==> config.mk <==
export PLATFORM = sky130hd
export DESIGN_NAME = sync_fifo_rr_arbiter
export DESIGN_NICKNAME = d
export VERILOG_FILES = /design/src/rtl/sync_fifo_rr_arbiter.sv
export SDC_FILE = /design/constraint.sdc
export NUM_CORES = 1
export LEC_CHECK = 0
export ABC_CLOCK_PERIOD_IN_PS = 3400
export BUFFER_PORTS_ARGS = -buffer_cell sky130_fd_sc_hd__buf_2
export CAP_MARGIN = 20
export CORE_ASPECT_RATIO = 1.1
export CORE_MARGIN = 3
export CORE_UTILIZATION = 49
export CTS_CLUSTER_DIAMETER = 100
export DETAILED_ROUTE_END_ITERATION = 10
export PLACE_DENSITY = 0.85
export RECOVER_POWER = 25
export SETUP_SLACK_MARGIN = 0.02
export SLEW_MARGIN = 20
export SYNTH_ARGS = -nofsm -noshare
export SYNTH_HDL_FRONTEND = slang
export SYNTH_SLANG_ARGS = --single-unit
==> constraint.sdc <==
create_clock -name clk -period 3.4 [get_ports clk]
set_input_delay 0.34 -clock clk [delete_from_list [all_inputs] [get_ports clk]]
set_output_delay 0.34 -clock clk [all_outputs]
set_load 0.03 [all_outputs]
==> src/rtl/sync_fifo_rr_arbiter.sv <==
// -----------------------------------------------------------------------------
// sync_fifo_rr_arbiter
//
// Round-robin write-side arbiter sharing one sync_fifo input port among
// NUM_REQ valid/ready requesters. One requester is granted at a time for a
// burst of at most MAX_BURST beats. Beats are accepted only while the FIFO's
// registered iready threshold indication is high. Accepted beats are presented
// to the FIFO one cycle later on a registered write strobe.
//
// Parameters:
//   NUM_REQ    - number of requesters (>= 2)
//   DATA_WIDTH - beat width, equal to the FIFO data width
//   MAX_BURST  - maximum beats per grant (>= 1)
//
// Ports:
//   clk          - single clock
//   rst_n        - asynchronous active-low reset
//   req_valid    - per-requester beat valid
//   req_ready    - per-requester accept (combinational)
//   req_data     - requester i at [i*DATA_WIDTH +: DATA_WIDTH]
//   fifo_ivalid  - registered FIFO write strobe
//   fifo_idata   - registered FIFO write data
//   fifo_iready  - FIFO below-threshold indication
//   grant_id     - current or last granted requester
//   busy         - high while a grant is active
//   beat_count   - per-requester saturating 16-bit beat counters
//                  (present only when SYNC_FIFO_ARB_STATS_EN is defined)
//
// Optional feature macro: SYNC_FIFO_ARB_STATS_EN
// -----------------------------------------------------------------------------
module sync_fifo_rr_arbiter #(
    parameter int NUM_REQ    = 4,
    parameter int DATA_WIDTH = 8,
    parameter int MAX_BURST  = 4
) (
    input  logic                            clk,
    input  logic                            rst_n,
    input  logic [NUM_REQ-1:0]              req_valid,
    output logic [NUM_REQ-1:0]              req_ready,
    input  logic [NUM_REQ*DATA_WIDTH-1:0]   req_data,
    output logic                            fifo_ivalid,
    output logic [DATA_WIDTH-1:0]           fifo_idata,
    input  logic                            fifo_iready,
    output logic [$clog2(NUM_REQ)-1:0]      grant_id,
    output logic                            busy
`ifdef SYNC_FIFO_ARB_STATS_EN
    ,
    output logic [NUM_REQ*16-1:0]           beat_count
`endif
);

    localparam int ID_W  = $clog2(NUM_REQ);
    localparam int CNT_W = $clog2(MAX_BURST + 1);

    typedef enum logic [0:0] {
        IDLE  = 1'b0,
        GRANT = 1'b1
    } state_t;

    state_t                 state_r;
    state_t                 state_next_s;
    logic [ID_W-1:0]        ptr_r;
    logic [ID_W-1:0]        grant_id_r;
    logic [CNT_W-1:0]       beat_cnt_r;
    logic                   fifo_ivalid_r;
    logic [DATA_WIDTH-1:0]  fifo_idata_r;

    logic                   any_valid_s;
    logic [ID_W-1:0]        pick_s;
    logic                   cur_valid_s;
    logic [DATA_WIDTH-1:0]  cur_data_s;
    logic                   beat_s;
    logic                   last_beat_s;

    // First requester with valid set, searching upward from p+1 with wrap.
    function automatic logic [ID_W-1:0] rr_pick(input logic [NUM_REQ-1:0] v,
                                                input logic [ID_W-1:0]    p);
        logic [ID_W-1:0] pick;
        logic            found;
        int              idx;
        pick  = p;
        found = 1'b0;
        for (int k = 1; k <= NUM_REQ; k++) begin
            idx = (int'(p) + k) % NUM_REQ;
            if (!found && v[idx]) begin
                pick  = ID_W'(idx);
                found = 1'b1;
            end
        end
        return pick;
    endfunction

    assign any_valid_s = |req_valid;
    assign pick_s      = rr_pick(req_valid, ptr_r);

    // Select valid and data of the currently granted requester.
    always_comb begin
        cur_valid_s = 1'b0;
        cur_data_s  = '0;
        for (int i = 0; i < NUM_REQ; i++) begin
            if (grant_id_r == ID_W'(i)) begin
                cur_valid_s = req_valid[i];
                cur_data_s  = req_data[i*DATA_WIDTH +: DATA_WIDTH];
            end else begin
                cur_valid_s = cur_valid_s;
                cur_data_s  = cur_data_s;
            end
        end
    end

    // A beat is only ever accepted while the FIFO reports room.
    assign beat_s      = (state_r == GRANT) && cur_valid_s && fifo_iready;
    assign last_beat_s = beat_s && (beat_cnt_r == CNT_W'(MAX_BURST - 1));

    // FSM state register.
    always_ff @(posedge clk or negedge rst_n) begin
        if (!rst_n) begin
            state_r <= IDLE;
        end else begin
            state_r <= state_next_s;
        end
    end

    // FSM next-state logic: burst ends on the last allowed beat or when the
    // granted requester drops valid; a throttled stall keeps the grant.
    always_comb begin
        state_next_s = state_r;
        case (state_r)
            IDLE: begin
                if (any_valid_s) begin
                    state_next_s = GRANT;
                end else begin
                    state_next_s = IDLE;
                end
            end
            GRANT: begin
                if (last_beat_s || !cur_valid_s) begin
                    state_next_s = IDLE;
                end else begin
                    state_next_s = GRANT;
                end
            end
            default: state_next_s = IDLE;
        endcase
    end

    // FSM output decode: only the granted requester sees the FIFO iready.
    always_comb begin
        req_ready = '0;
        busy      = 1'b0;
        case (state_r)
            IDLE: begin
                req_ready = '0;
                busy      = 1'b0;
            end
            GRANT: begin
                busy = 1'b1;
                for (int i = 0; i < NUM_REQ; i++) begin
                    if (grant_id_r == ID_W'(i)) begin
                        req_ready[i] = fifo_iready;
                    end else begin
                        req_ready[i] = 1'b0;
                    end
                end
            end
            default: begin
                req_ready = '0;
                busy      = 1'b0;
            end
        endcase
    end

    // Grant bookkeeping and registered FIFO write port.
    always_ff @(posedge clk or negedge rst_n) begin
        if (!rst_n) begin
            ptr_r         <= ID_W'(NUM_REQ - 1);
            grant_id_r    <= '0;
            beat_cnt_r    <= '0;
            fifo_ivalid_r <= 1'b0;
            fifo_idata_r  <= '0;
        end else begin
            fifo_ivalid_r <= beat_s;
            if (beat_s) begin
                fifo_idata_r <= cur_data_s;
            end else begin
                fifo_idata_r <= fifo_idata_r;
            end
            if ((state_r == IDLE) && any_valid_s) begin
                grant_id_r <= pick_s;
                ptr_r      <= pick_s;
                beat_cnt_r <= '0;
            end else if (beat_s) begin
                beat_cnt_r <= beat_cnt_r + CNT_W'(1);
            end else begin
                beat_cnt_r <= beat_cnt_r;
            end
        end
    end

    assign fifo_ivalid = fifo_ivalid_r;
    assign fifo_idata  = fifo_idata_r;
    assign grant_id    = grant_id_r;

`ifdef SYNC_FIFO_ARB_STATS_EN
    logic [NUM_REQ*16-1:0] beat_count_r;

    // Per-requester accepted-beat counters, saturating at all ones.
    always_ff @(posedge clk or negedge rst_n) begin
        if (!rst_n) begin
            beat_count_r <= '0;
        end else begin
            for (int i = 0; i < NUM_REQ; i++) begin
                if (beat_s && (grant_id_r == ID_W'(i)) &&
                    (beat_count_r[i*16 +: 16] != 16'hFFFF)) begin
                    beat_count_r[i*16 +: 16] <= beat_count_r[i*16 +: 16] + 16'd1;
                end
            end
        end
    end

    assign beat_count = beat_count_r;
`endif

endmodule

# Word level (Yosys, flattened, before mapping)
# Cells that the tools add are included.
[word_totals]
reg_bits = 17
elab_cells = 81
inputBits = 39
[classes]
reduce_logical = 19
n_addsub = 5
eq_ne = 4
order_cmp = 4
bitwise_logic = 5
n_mux = 38
[op_table]
columns = ["cell", "n"]
rows = [
  ["two-way mux 8 bit", 4],
  ["two-way mux 1 bit", 21],
  ["less-than comparator 3 x 4 -> 1 bit (second input constant)", 4],
  ["binary-select mux 1 bit (select 2 bit)", 4],
  ["two-way mux 2 bit", 4],
  ["one-hot mux 4 bit (2 select lines)", 1],
  ["OR reduction 2 bit", 4],
  ["logical AND 1 bit", 7],
  ["two-way mux 3 bit", 2],
  ["adder 2 x 1 -> 2 bit (second input constant)", 2],
  ["adder 2 bit (second input constant)", 2],
  ["AND 1 bit (first input constant)", 4],
  ["equality test 2 bit (second input constant)", 2],
  ["logical NOT 1 bit", 4],
  ["one-hot mux 1 bit (2 select lines)", 2],
  ["OR reduction 4 bit", 1],
  ["adder 3 x 1 -> 3 bit (second input constant)", 1],
  ["equality test 3 x 2 -> 1 bit (second input constant)", 1],
  ["equality test 2 x 1 -> 1 bit (second input constant)", 1],
  ["logical NOT 2 bit", 1],
  ["nonzero test 2 bit", 1],
  ["logical OR 1 bit", 1],
  ["NOT 1 bit", 1],
]

# Longest topological paths before layout
[logic_depth]
depth_word = 16
mapped_depth = 6

# Worst setup path after synthesis
# No wires, ideal clock.
[synth_path]
path_type = "register -> output"
start = "reg grant_id_r[1] (netlist: grant_id[1])"
end = "out req_ready[2]"
n_path_buf = 1
required_time_ps = 3060
arrival_time_ps = 1698
slack_ps = 1362
stages_incl_launch_ff = 4
cell_sequence = "dfrtp_1 -> buf_1 -> inv_1 -> nor3_1"
[synth_between]
elab_chain_len = 3
[synth_rtl]
columns = ["item", "line_no", "rtl"]
rows = [
  ["start, declared", "63", "logic [ID_W-1:0] grant_id_r;"],
  ["start signal, assigned", "189", "grant_id_r <= pick_s;"],
  ["equality test 2 bit", "159", "if (grant_id_r == ID_W'(i)) begin"],
  ["two-way mux 1 bit", "159", ""],
  ["one-hot mux 4 bit (2 select lines)", "151", "case (state_r)"],
  ["end, declared", "39", "output logic [NUM_REQ-1:0] req_ready,"],
]
# Every way passes these cells.

# Worst setup path after layout
[layout_path]
start = "reg grant_id_r[0] (netlist: grant_id[0])"
end = "reg fifo_idata_r[4] (netlist: fifo_idata[4])"
[layout_between]
elab_chain_len = 7
elab_cells_between_ends = 14
classes_between = "3 x eq/ne; 8 x mux; 3 x reduce/logical"
[layout_rtl]
columns = ["item", "line_no", "rtl"]
rows = [
  ["logical NOT 2 bit", "101", "if (grant_id_r == ID_W'(i)) begin"],
  ["two-way mux 1 bit (4 in a row)", "101", ""],
  ["logical AND 1 bit (2 in a row)", "112", "assign beat_s = (state_r == GRANT) && cur_valid_s && fifo_iready;"],
  ["end signal, assigned", "184", "fifo_idata_r <= cur_data_s;"],
  ["end signal, assigned", "186", "fifo_idata_r <= fifo_idata_r;"],
  ["end, declared", "66", "logic [DATA_WIDTH-1:0] fifo_idata_r;"],
]
# Several ways; a longest one is shown, not always the timed one.
# A chain may end at the register's enable or synchronous reset.

==> PnR_summary.wiki <==
{| class="wikitable"
! Metric !! Value
|-
| Result of the run || complete, no violations
|-
| Worst reg-to-reg setup slack || 1.32 ns
|-
| Sort of element at the end of the critical path || register
|-
| Minimum setup slack in the final design || 1.32 ns
|-
| Number of cells traversed by the worst register-to-register path || 3
|-
| Dominant cell by count in the synthesized netlist || sky130_fd_sc_hd__dfrtp_1
|-
| Worst clock skew || 0.00263 ns
|-
| Simple-gate portion of the synthesized area || 14.6%
|-
| Compound-Gate Fraction of Synth Area || 11.2%
|-
| RSZ-0062 raised after global routing || no
|-
| Number of DRC markers after the initial detailed-route iteration || 13
|-
| Setup CP Type || register to register
|-
| Minimum clock period after layout || 2.08 ns
|-
| Kind of start point of the critical path || register
|-
| Worst Hold End || ptr_r[0]
|-
| Largest buffer count on any clock path || 2
|-
| Antenna fix cells || 0
|-
| Clock Root Buffer || sky130_fd_sc_hd__clkbuf_4
|-
| Number of buffers added by the clock tree synthesis step || 3
|-
| Crit-path max FO || 15
|-
| Sum of overflow across all layers after global routing || 0
|-
| Average instance area after synthesis || 11.5 µm²
|-
| Wire length of the first global-routing pass || 4200 µm
|-
| Share of cells above drive strength 1 || 52.3%
|-
| Number of buffer cells added on primary ports || 54
|-
| Post-route antenna net violation count || 0
|-
| Clock Latency Late Sink || 0.28 ns
|-
| Die Area || 2880 µm²
|-
| XOR/XNOR share of the synthesized area || 0%
|-
| Endpoint of the most critical register-to-register path || fifo_idata[4]
|-
| Area share of the leading cell type in the synthesized netlist || 33.7%
|-
| Slew margin rel. || 38.4%
|-
| Largest net degree at the start of global routing || 18
|-
| Power density cells || 850 nW/µm²
|-
| Clock Power Share || 8.7%
|-
| Placed cell area || 1380 µm²
|-
| Leading post-synthesis cells by instance count || 15 x sky130_fd_sc_hd__dfrtp_1, 8 x sky130_fd_sc_hd__mux4_2, 8 x sky130_fd_sc_hd__nor2_1
|-
| Core Rows || 17
|-
| Syn nets || 138
|-
| Required time of the critical path || 3.58 ns
|-
| Total negative slack || 0 ns
|-
| Sequential power share || 36.8%
|-
| Async set or reset register ratio after synthesis || 100%
|-
| Fin. max-slew vios || 0
|-
| Total Routing Usage GR || 19.2%
|-
| Post-route DRC violation count || 0
|-
| Combinational share of power || 54.5%
|-
| Pin slew with the least headroom to its limit || 0.924 ns
|-
| Clock tree from TritonCTS || built
|-
| Routed wire length per instance || 15.1 µm
|-
| Die Span Y || 56 µm
|-
| Max-Cap Viols || 0
|-
| Worst supply voltage drop on vdd || 0.483 mV
|-
| Arrival time of the worst setup path || 2.25 ns
|-
| Fmax || 482 MHz
|-
| Sw frac || 45.7%
|-
| Min-Delay Startpoint || req_valid[1]
|-
| Cell count after synthesis || 97
|-
| Share of cell area taken by muxes after synthesis || 28.5%
|-
| Post-synthesis instance area || 1110 µm²
|-
| Dominant combinational cell family by area after synthesis || multiplexers
|-
| Via count of the first global-routing pass || 971
|-
| Adder-cell area share of the yosys netlist || 2.25%
|-
| Total half-perimeter wirelength after legalization and detailed placement || 2130 µm
|-
| Leak pwr || 0.692 nW
|-
| Internal power || 655 µW
|-
| Sequential share of the synthesized area || 38.4%
|-
| Ys Warns || 0
|-
| Class of the tightest hold or removal check || input pin to register
|-
| Avg Vias per Cell || 5.65
|-
| Cell type with the highest aggregate area in the netlist || sky130_fd_sc_hd__dfrtp_1
|-
| Top post-synthesis cells by area || sky130_fd_sc_hd__dfrtp_1 34%, sky130_fd_sc_hd__mux4_2 16%, sky130_fd_sc_hd__mux2_2 5.1%
|-
| Overall power consumption || 1.21 mW
|-
| Effective utilization at floorplan || 53.4%
|-
| Horiz. Die Dim || 51.5 µm
|-
| Number of failing setup endpoints in the final timing report || 0
|-
| P&R area growth vs syn || 27.4%
|-
| Antenna violations before repair || 0
|-
| Final cell area excluding filler cells || 1420 µm²
|-
| Quantity of gates resized following cts || 0
|-
| Number of nets in the finished design || 191
|-
| # H-tree levels || 1
|-
| Final worst path period share || 61.1%
|-
| Total Routed Length || 2670 µm
|-
| Core region area || 2080 µm²
|-
| Flop and latch count out of synthesis || 17
|-
| P_sw || 551 µW
|-
| DRT Pass-1 Iters || 4
|-
| Number of synthesized flops with an enable pin || 0
|-
| Number of stages on the worst hold path || 3
|-
| Util after Layout || 68.1%
|-
| Post-placement worst setup slack || 1.32 ns
|-
| Most frequently used flop master after synthesis || sky130_fd_sc_hd__dfrtp_1
|-
| Sink count of the clock tree || 17
|-
| Number of I/O pins || 55
|-
| Worst R2R Start || grant_id[0]
|-
| RePlAce Congestion || 0.757
|-
| Via count of the routed design || 1,000
|-
| Unique cell type count in the Yosys netlist || 36
|-
| Final hold vios || 0
|-
| Clock-pin slew on the worst setup and hold paths || 0.10 ns
|}
[flip-flops by register name, indices dropped and copies added, names as in the netlist]
| signal | flops |
|---|---|
| beat_cnt_r | 3 |
| state_r | 1 |
| grant_id | 2 |
| fifo_ivalid | 1 |
| fifo_idata | 8 |
| ptr_r | 2 |
[worst max-delay path, cell delays in order (launching register included)]
cell and delay [ns]:
sky130_fd_sc_hd__dfrtp_1 0.76, sky130_fd_sc_hd__mux4_2 0.63, sky130_fd_sc_hd__nand3_4 0.22, sky130_fd_sc_hd__mux2_2 0.36
[per-stage QoR]
step	cells	hold slack [ns]
finish	177	0.423
global route	177	0.417
CTS	177	0.412
detailed placement	172	0.280
global placement	172	0.268
floorplan	97	0.0444
[power groups by stage]
stage | registers [mW] | clock network, mW | logic (mW)
after CTS | 0.442 | 0.110 | 0.664
after floorplan | 0.510 | 0 | 0.431
final | 0.444 | 0.105 | 0.657
after global routing | 0.462 | 0.119 | 0.707
after global placement | 0.440 | 0 | 0.638
after detailed placement | 0.448 | 0 | 0.658
[cell type report]
type | count | area (µm²)
inverter | 5 | 18.8
fill | 169 | 666
sequential | 17 | 428
tap | 28 | 35.0
clock inverter | 1 | 5.00
clock buffer | 3 | 22.5
multi-input combinational | 68 | 631
timing repair buffer | 55 | 279
[layout by cell type, fill, tap and decap left out, drive strengths merged, types with 5 or more instances in the layout]
master	n
inv	5
mux2	8
nor2	8
buf	53
a21oi	5
nand3	6
mux4	9
dfrtp	15
[worst max path at each step]
stage | start | to | slack (ns)
final | grant_id[0] | fifo_idata[4] | 1.32
after global routing | grant_id[0] | fifo_idata[2] | 1.24
after CTS | grant_id[0] | fifo_idata[4] | 1.31
after detailed placement | grant_id[0] | fifo_idata[4] | 1.32
after global placement | grant_id[0] | fifo_idata[3] | 1.36
after floorplan | grant_id[1] | req_ready[2] | 1.36
[cells by family after synthesis]
group	Yosys count
AOI/OAI and AO/OA	19
muxes	18
and+or+nand+nor	29
adders and majority gates	2
DFF	17
buffers and inverters	12
[repair_timing]
item | 4_1_cts | 5_1_grt
buffers inserted | 0 | 0
hold buffers | 1 | 0
hold endpoints to repair | 15 | 0
[routing by layer]
metal  vias to the layer above  part of all wire, %  track usage (%)  wire length [µm]
met3                         6                   10             3.49               268
met1                       470                   39             22.0              1050
li1                        474                    -                -                 -
met5                         -                    0                0                 0
met4                         0                  1.9             8.61                52
met2                        50                   49             33.6              1300
Power figures use the tool's default switching activity.
